## config.mk

```make
export PLATFORM = sky130hd
export DESIGN_NAME = parking_gate_arbiter_flat
export DESIGN_NICKNAME = d
export VERILOG_FILES = /design/src/rtl/parking_gate_arbiter_if.sv /design/src/rtl/parking_gate_arbiter.sv /design/src/flat_wrapper.sv
export SDC_FILE = /design/constraint.sdc
export NUM_CORES = 1
export LEC_CHECK = 0
export ABC_AREA = 1
export CAP_MARGIN = 20
export CELL_PAD_IN_SITES_DETAIL_PLACEMENT = 0
export CELL_PAD_IN_SITES_GLOBAL_PLACEMENT = 2
export CORE_MARGIN = 5
export CORE_UTILIZATION = 30
export CTS_CLUSTER_DIAMETER = 60
export CTS_CLUSTER_SIZE = 14
export DETAILED_ROUTE_END_ITERATION = 16
export HOLD_SLACK_MARGIN = 0.02
export PLACE_DENSITY = 0.75
export SETUP_SLACK_MARGIN = 0.3
export SYNTH_ARGS = -nofsm -noshare
export SYNTH_HDL_FRONTEND = slang
export SYNTH_SLANG_ARGS = --single-unit
```

## constraint.sdc

```tcl
create_clock -name clk -period 1.8 [get_ports clk]
set_input_delay 0.27 -clock clk [delete_from_list [all_inputs] [get_ports clk]]
set_output_delay 0.27 -clock clk [all_outputs]
set_load 0.02 [all_outputs]
```

## src/rtl/parking_gate_arbiter_if.sv

```systemverilog
// Request/grant and occupancy signals between the parking-gate arbiter and its
// surroundings (approach sensors, car_detect, actuator, counter/display block).
interface parking_gate_arbiter_if #(
   parameter int unsigned CW = 5
);
   logic          req_in;
   logic          req_out;
   logic          pass;
   logic          gate_open;
   logic          dir_in;
   logic          inc;
   logic          dec;
   logic          full;
   logic          empty;
   logic [CW-1:0] occupancy;
   logic          timeout_err;

   modport master (
      output req_in, req_out, pass,
      input  gate_open, dir_in, inc, dec, full, empty, occupancy, timeout_err
   );

   modport slave (
      input  req_in, req_out, pass,
      output gate_open, dir_in, inc, dec, full, empty, occupancy, timeout_err
   );
endinterface

```

## src/rtl/parking_gate_arbiter.sv

```systemverilog
// Single-lane gate arbiter: round-robin entry/exit grants, pass/timeout handling,
// settle interval and occupancy tracking with inc/dec pulses.
module parking_gate_arbiter #(
   parameter int unsigned CAPACITY      = 25,
   parameter int unsigned CW            = 5,
   parameter int unsigned OPEN_CYCLES   = 50_000_000,
   parameter int unsigned SETTLE_CYCLES = 4
) (
   input  logic                   clk,
   input  logic                   reset,
   parking_gate_arbiter_if.slave  bus
);
   localparam int unsigned TMAX = (OPEN_CYCLES > SETTLE_CYCLES) ? OPEN_CYCLES : SETTLE_CYCLES;
   localparam int unsigned TW   = (TMAX > 1) ? $clog2(TMAX) : 1;

   typedef enum logic [1:0] {IDLE, GRANT_IN, GRANT_OUT, CLOSE} state_e;

   state_e          state_q, state_d;
   logic [TW-1:0]   timer_q, timer_d;
   logic [CW-1:0]   occ_q, occ_d;
   logic            gate_open_q, gate_open_d;
   logic            dir_in_q, dir_in_d;
   logic            inc_q, inc_d;
   logic            dec_q, dec_d;
   logic            full_q, full_d;
   logic            empty_q, empty_d;
   logic            timeout_q, timeout_d;
   logic            elig_in, elig_out;

   assign elig_in  = bus.req_in  & ~full_q;
   assign elig_out = bus.req_out & ~empty_q;

   // dir_in_q doubles as the round-robin last-direction flag
   always_comb begin
      state_d     = state_q;
      timer_d     = timer_q;
      occ_d       = occ_q;
      gate_open_d = gate_open_q;
      dir_in_d    = dir_in_q;
      inc_d       = 1'b0;
      dec_d       = 1'b0;
      timeout_d   = 1'b0;

      case (state_q)
         IDLE: begin
            if (elig_in && (!elig_out || !dir_in_q)) begin
               state_d     = GRANT_IN;
               gate_open_d = 1'b1;
               dir_in_d    = 1'b1;
               timer_d     = '0;
            end else if (elig_out) begin
               state_d     = GRANT_OUT;
               gate_open_d = 1'b1;
               dir_in_d    = 1'b0;
               timer_d     = '0;
            end
         end
         GRANT_IN, GRANT_OUT: begin
            if (bus.pass) begin
               if (state_q == GRANT_IN) begin
                  if (occ_q != CW'(CAPACITY)) begin
                     occ_d = occ_q + CW'(1);
                     inc_d = 1'b1;
                  end
               end else if (occ_q != '0) begin
                  occ_d = occ_q - CW'(1);
                  dec_d = 1'b1;
               end
               gate_open_d = 1'b0;
               state_d     = CLOSE;
               timer_d     = '0;
            end else if (timer_q == TW'(OPEN_CYCLES - 1)) begin
               timeout_d   = 1'b1;
               gate_open_d = 1'b0;
               state_d     = CLOSE;
               timer_d     = '0;
            end else begin
               timer_d = timer_q + TW'(1);
            end
         end
         CLOSE: begin
            if (timer_q == TW'(SETTLE_CYCLES - 1)) begin
               state_d = IDLE;
               timer_d = '0;
            end else begin
               timer_d = timer_q + TW'(1);
            end
         end
         default: begin
            state_d     = IDLE;
            gate_open_d = 1'b0;
            timer_d     = '0;
         end
      endcase

      full_d  = (occ_d == CW'(CAPACITY));
      empty_d = (occ_d == '0);
   end

   always_ff @(posedge clk or negedge reset) begin
      if (!reset) begin
         state_q     <= IDLE;
         timer_q     <= '0;
         occ_q       <= '0;
         gate_open_q <= 1'b0;
         dir_in_q    <= 1'b0;
         inc_q       <= 1'b0;
         dec_q       <= 1'b0;
         full_q      <= 1'b0;
         empty_q     <= 1'b1;
         timeout_q   <= 1'b0;
      end else begin
         state_q     <= state_d;
         timer_q     <= timer_d;
         occ_q       <= occ_d;
         gate_open_q <= gate_open_d;
         dir_in_q    <= dir_in_d;
         inc_q       <= inc_d;
         dec_q       <= dec_d;
         full_q      <= full_d;
         empty_q     <= empty_d;
         timeout_q   <= timeout_d;
      end
   end

   assign bus.gate_open   = gate_open_q;
   assign bus.dir_in      = dir_in_q;
   assign bus.inc         = inc_q;
   assign bus.dec         = dec_q;
   assign bus.full        = full_q;
   assign bus.empty       = empty_q;
   assign bus.occupancy   = occ_q;
   assign bus.timeout_err = timeout_q;
endmodule

```

## src/flat_wrapper.sv

```systemverilog
// flat-port wrapper written by rule: the top's interface ports become plain ports
module parking_gate_arbiter_flat 
#(
   parameter int unsigned CAPACITY      = 25,
   parameter int unsigned CW            = 5,
   parameter int unsigned OPEN_CYCLES   = 50_000_000,
   parameter int unsigned SETTLE_CYCLES = 4
)
  (clk, reset, bus_req_in, bus_req_out, bus_pass, bus_gate_open, bus_dir_in, bus_inc, bus_dec, bus_full, bus_empty, bus_occupancy, bus_timeout_err);
  parking_gate_arbiter_if #(.CW(CW)) bus_i ();
  input  logic clk;
  input  logic reset;
  input wire logic [$bits(bus_i.req_in)-1:0] bus_req_in;
  input wire logic [$bits(bus_i.req_out)-1:0] bus_req_out;
  input wire logic [$bits(bus_i.pass)-1:0] bus_pass;
  output wire logic [$bits(bus_i.gate_open)-1:0] bus_gate_open;
  output wire logic [$bits(bus_i.dir_in)-1:0] bus_dir_in;
  output wire logic [$bits(bus_i.inc)-1:0] bus_inc;
  output wire logic [$bits(bus_i.dec)-1:0] bus_dec;
  output wire logic [$bits(bus_i.full)-1:0] bus_full;
  output wire logic [$bits(bus_i.empty)-1:0] bus_empty;
  output wire logic [$bits(bus_i.occupancy)-1:0] bus_occupancy;
  output wire logic [$bits(bus_i.timeout_err)-1:0] bus_timeout_err;
  assign bus_i.req_in = bus_req_in;
  assign bus_i.req_out = bus_req_out;
  assign bus_i.pass = bus_pass;
  assign bus_gate_open = bus_i.gate_open;
  assign bus_dir_in = bus_i.dir_in;
  assign bus_inc = bus_i.inc;
  assign bus_dec = bus_i.dec;
  assign bus_full = bus_i.full;
  assign bus_empty = bus_i.empty;
  assign bus_occupancy = bus_i.occupancy;
  assign bus_timeout_err = bus_i.timeout_err;
  parking_gate_arbiter #(.CAPACITY(CAPACITY), .CW(CW), .OPEN_CYCLES(OPEN_CYCLES), .SETTLE_CYCLES(SETTLE_CYCLES)) u_core (.clk(clk), .reset(reset), .bus(bus_i));
endmodule
```

After elaboration in Yosys (flattened, before gate mapping)
Cells that the tools add are included.
W data, S select, Z words.
{ "totals": {"inputBits": 5, "regBits": 40, "wordCells": 75} }
{ "classes": {"n_addsub": 3, "bitwise": 4, "n_reduce_logical": 13, "eq_ne": 10, "n_mux": 35} }
{ "ops": {"columns": ["cell", "n"], "rows": [
  ["$mux W26", 5],
  ["$pmux W26 S3", 1],
  ["$add A26 B1 Y26 const B", 1],
  ["$eq A26 B2 Y1 const B", 1],
  ["$eq A26 B26 Y1 const B", 1],
  ["$mux W5", 5],
  ["$mux W1", 17],
  ["$mux W2", 5],
  ["$pmux W2 S3", 1],
  ["$reduce_and A3 Y1", 2],
  ["$add A5 B1 Y5 const B", 1],
  ["$eq A5 B5 Y1 const B", 1],
  ["$logic_not A5 Y1", 1],
  ["$ne A5 B5 Y1 const B", 1],
  ["$reduce_bool A5 Y1", 1],
  ["$sub A5 B1 Y5 const B", 1],
  ["$eq A2 B2 Y1 const B", 2],
  ["$reduce_bool A2 Y1", 2],
  ["$ne A3 B1 Y1 const B", 1],
  ["$ne A3 B2 Y1 const B", 1],
  ["$and A1 B1 Y1", 2],
  ["$eq A2 B1 Y1 const B", 1],
  ["$logic_not A1 Y1", 2],
  ["$logic_not A2 Y1", 1],
  ["7 further kinds", 8]
]} }

Longest topological paths before layout
{ "logic_depth": {"ltp_word": 7, "mapped_depth": 12, "ltp_nobuf": 12} }

Worst setup path after synthesis
OpenSTA, ideal clock, no wires.
{ "synth_path": {"kind": "register to register", "from": "register u_core.timer_q[0]", "to": "register u_core.timer_q[18]", "slack_ps": 260, "period_less_slack_ps": 1540, "t_arrival_ps": 1422, "stages_incl_launch_ff": 12, "t_required_ps": 1682, "path_cell_list": "dfrtp_1 -> ha_1 -> nand2_2 -> nor2_2 -> nand2_1 -> nor2_4 -> nand2_2 -> nand2_4 -> nand2_4 -> buf_6 -> nand3_1 -> nand2_1"} }
{ "synth_between": {"elab_chain_cells": 4, "elab_cells_between_ends": 7} }
{ "synth_lines": {"columns": ["element", "line", "text"], "rows": [
  ["start: declaration", "parking_gate_arbiter.sv:19", "logic [TW-1:0] timer_q, timer_d;"],
  ["start signal: assignment", "parking_gate_arbiter.sv:114", "timer_q <= timer_d;"],
  ["$add A26 B1 Y26 or $eq A26 B26 Y1 (tied branches)", "parking_gate_arbiter.sv:78, parking_gate_arbiter.sv:86, parking_gate_arbiter.sv:72", null],
  ["$mux W26", "parking_gate_arbiter.sv:72", "end else if (timer_q == TW'(OPEN_CYCLES - 1)) begin"],
  ["$mux W26", "parking_gate_arbiter.sv:59", "if (bus.pass) begin"],
  ["$pmux W26 S3 (*)", "parking_gate_arbiter.sv:44", "case (state_q)"]
]} }
Every way passes the cells marked *; elsewhere a longest branch is shown, timed or not.
A chain may end at the register's enable or synchronous reset.

Worst setup path after layout
{ "layout_path": {"from": "register u_core.timer_q[1]", "to": "register u_core.state_q[0]"} }
{ "layout_between": {"elab_chain_cells": 3, "elab_cells_between_ends": 5} }
{ "layout_lines": {"columns": ["element", "line", "text"], "rows": [
  ["$eq A26 B26 Y1 or $eq A26 B2 Y1 (tied branches)", "parking_gate_arbiter.sv:72, parking_gate_arbiter.sv:82", null],
  ["$ne A3 B2 Y1 (no source line) or $ne A2 B1 Y1 (tied branches)", null, null],
  ["$reduce_and A3 Y1 (no source line) (*)", null, null],
  ["end signal: assignment", "parking_gate_arbiter.sv:113", "state_q <= state_d;"],
  ["end: declaration", "parking_gate_arbiter.sv:18", "state_e state_q, state_d;"]
]} }
Marked as above.

==> out/qor.yml <==
timing:
  min_period_ns: 1.61
  slew_violations: 0
  finalSetupViolations: 0
  rsz0062_at_grt: "true"
  relSlewSlack_pct: 70.6
  clock_skew_ns: 0.0130
  finalWorstSetupSlack_ns: 0.191
  tightest_slew_ns: 0.441
  setup_tns_ns: 0
  fin_crit_sh_pct: 89.4
  hold_viol: 0
  max_freq_mhz: 621
setup_path:
  crit_type: "reg -> reg"
  path_max_fanout: 4
  critPathCapture: "u_core.state_q[0]$_DFFE_PN0P_"
  crit_start: "u_core.timer_q[1]$_DFFE_PN0P_"
  startpoint_type: "flip-flop"
  reg2reg_to: "u_core.state_q[0]$_DFFE_PN0P_"
  crit_required_ns: 1.98
  ff2ff_setup_slack_ns: 0.19
  r2r_start: "u_core.timer_q[1]$_DFFE_PN0P_"
  worst_setup_path_end_kind: "flip-flop"
  arrival_ns: 1.79
  worstRegToRegCells: 12
yosys:
  synth_xor_area_share_pct: 3.19
  synth_cells: 462
  synthMuxAreaShare_pct: 0
  ys_ff_latch: 40
  synth-edff-count: 0
  synth_nets: 474
  synth.area.top_cells: "dfrtp_1, nand2_1, nand3_1"
  synthAdderAreaFrac_pct: 2.90
  yosysUniqueCellTypes: 27
  synth_top_area_share_pct: 32.3
  synth_top_family_by_area: "simple AND/OR/NAND/NOR gates"
  synth-simple-area-share_pct: 48.9
  synth_flop_cell: "dfrtp_1"
  ys_warn_count: 0
  synthArstFlopShare_pct: 100
  yosysTopAreaCell: "dfrtp_1"
  synth_area_mm2: 0.00302
  synth_compound_area_share_pct: 1.90
  syn_area_per_cell_um2: 6.54
  ys_seq_area_share_pct: 33.2
global_route:
  grt_max_degree: 26
  grt_first_pass_wirelength_um: 15200
  gr-total-overflow: 0
  grt_pass1_vias: 2974
  antenna_found_initial: 0
  grt_use_total_pct: 16.1
layout:
  drive_above_1_share_pct: 36.6
  final_util_pct: 43.2
  num_antenna_cells: 0
  syn_to_final_growth_pct: 40.5
  multi_input_area_mm2: 0.00203
  regArea_mm2: 0.00102
  nFillCells: 1064
  nets: 546
die:
  core-area_mm2: 0.00982
  num_rows: 36
  die_width_um: 110
  dieArea_mm2: 0.0122
  ios: 17
  die_y_um: 110
  initial_core_util_pct: 30.8
cts:
  clk_latency_ns: 0.30
  cts_buffer_depth: 2
  cts-root-buf: "clkbuf_8"
  cts_tree: "done"
  cts_buffers: 5
  path_clk_slew_ns: 0.08
  cts_sinks: 40
  h-tree-depth: 2
power:
  max-vdd-ir-drop_v: 0.000834
  power.density_mw_per_mm2: 1180
  leakage_nw: 2.11
routing:
  wl_per_cell_um: 13.9
  postRouteAntennaNets: 0
  finalWirelength_um: 9260
  firstDrtPassIters: 4
  route.detailed.drc: 0
  drt_iter0_drc: 164
  vias: 3059
  via_per_inst: 4.58
outcome:
  outcome: "completed"
placed_design:
  port_buffers: 16
  routabilityCongestion: 0.794
  post-dp-hpwl_um: 6440
  dp_slack_ns: 0.0927
job:
  cap_violations: 0
hold_path:
  min_path_type: "in -> async"
[synthesized netlist by cell type, types with 3 or more instances]
cell	number
nand2_1	168
nor2_1	57
inv_1	56
nand3_1	44
dfrtp_1	39
nand3_2	18
inv_2	11
xor2_1	11
nand4_1	10
o21ai_0	9
ha_1	7
nand2_2	5
nor2_2	4
buf_2	3
nand2_4	3
[state kept, by name (all words and copies together), names as in the netlist]
signal / flops
u_core.bus.empty: 1
u_core.bus.gate_open: 1
u_core.bus.timeout_err: 1
u_core.timer_q: 26
u_core.bus.full: 1
u_core.bus.dec: 1
u_core.bus.occupancy: 5
u_core.bus.dir_in: 1
u_core.state_q: 2
u_core.bus.inc: 1
[cell usage in the layout, fill, tap and decap left out, types with 7 or more instances in the layout]
cell / instances
nand2_1: 152
buf_4: 44
nor2_1: 42
inv_1: 39
nand3_2: 37
inv_2: 24
nand3_1: 24
dfrtp_1: 24
nand2_2: 18
dfrtp_2: 15
nor2_2: 14
xor2_1: 11
nand4_1: 10
dlygate4sd2_1: 9
o21ai_0: 8
nor2_4: 7
[worst max-delay path, stage by stage, from the launching register on]
cell and delay, ns:
dfrtp_1 0.40, ha_4 0.18, nand2_2 0.06, nor2_1 0.08, nand2_1 0.07, nor2_1 0.13, nand2_1 0.08, nand2_2 0.12
buf_6 0.11, buf_6 0.10, nand3_4 0.05, nand2_1 0.06, nand2_1 0.04
[how the worst min path moves through the flow]
stage               startpoint                       endpoint  slack (ns)
floorplan                reset       u_core.bus.dec$_DFF_PN0_       -0.03
global placement         reset  u_core.timer_q[0]$_DFFE_PN0P_        0.25
detailed placement       reset  u_core.timer_q[2]$_DFFE_PN0P_        0.25
CTS                      reset  u_core.timer_q[2]$_DFFE_PN0P_        0.48
global route             reset  u_core.timer_q[0]$_DFFE_PN0P_        0.50
finish                   reset  u_core.timer_q[1]$_DFFE_PN0P_        0.46
[cell families after synthesis]
| logic type | Yosys count |
|---|---|
| flip-flops | 40 |
| adder cells (fa/ha/maj) | 7 |
| buffers and inverters | 75 |
| XOR/XNOR | 11 |
| AO/OA/AOI/OAI | 11 |
| AND/OR/NAND/NOR | 318 |
[per-layer routing]
metal / share of wire [%] / global-route usage [%] / up-vias
met3: 2.4 / 2.39 / 6
met5: 0 / 0 / -
met4: 0.84 / 4.22 / 0
li1: - / - / 1581
met1: 53 / 24.6 / 1434
met2: 43 / 23.5 / 38
[timing repair]
| item | 4_1_cts | 5_1_grt |
|---|---|---|
| endpoints found under the setup margin | 43 | 38 |
| hold buffers | 1 | 0 |
| endpoints found under the hold margin | 16 | 0 |
| cloned | 2 | 0 |
| buffers inserted | 15 | 18 |
| pin swaps | 24 | 31 |
| gates resized for setup | 68 | 58 |
[layout make-up]
cell class	instances	area share, %
Multi-Input combinational cell	347	47.8
Tap cell	133	3.92
Clock buffer	8	2.12
Sequential cell	40	24.0
Inverter	68	6.25
Timing Repair Buffer	72	15.9
[report_power, final]
group	switching, mW	total, mW	internal [mW]
sequential	0.164	1.22	1.05
combinational	1.79	3.15	1.35
clock	0.337	0.651	0.314
[through the flow]
step	hold WS [ns]	instance area [um^2]	total power, mW	cells
finish	0.462	4250	5.01	668
CTS	0.484	3920	4.69	650
floorplan	-0.0256	3030	2.62	462
detailed placement	0.249	3490	3.47	624
global placement	0.247	3490	3.47	624
global route	0.500	4250	5.38	668
Power figures use the tool's default switching activity.
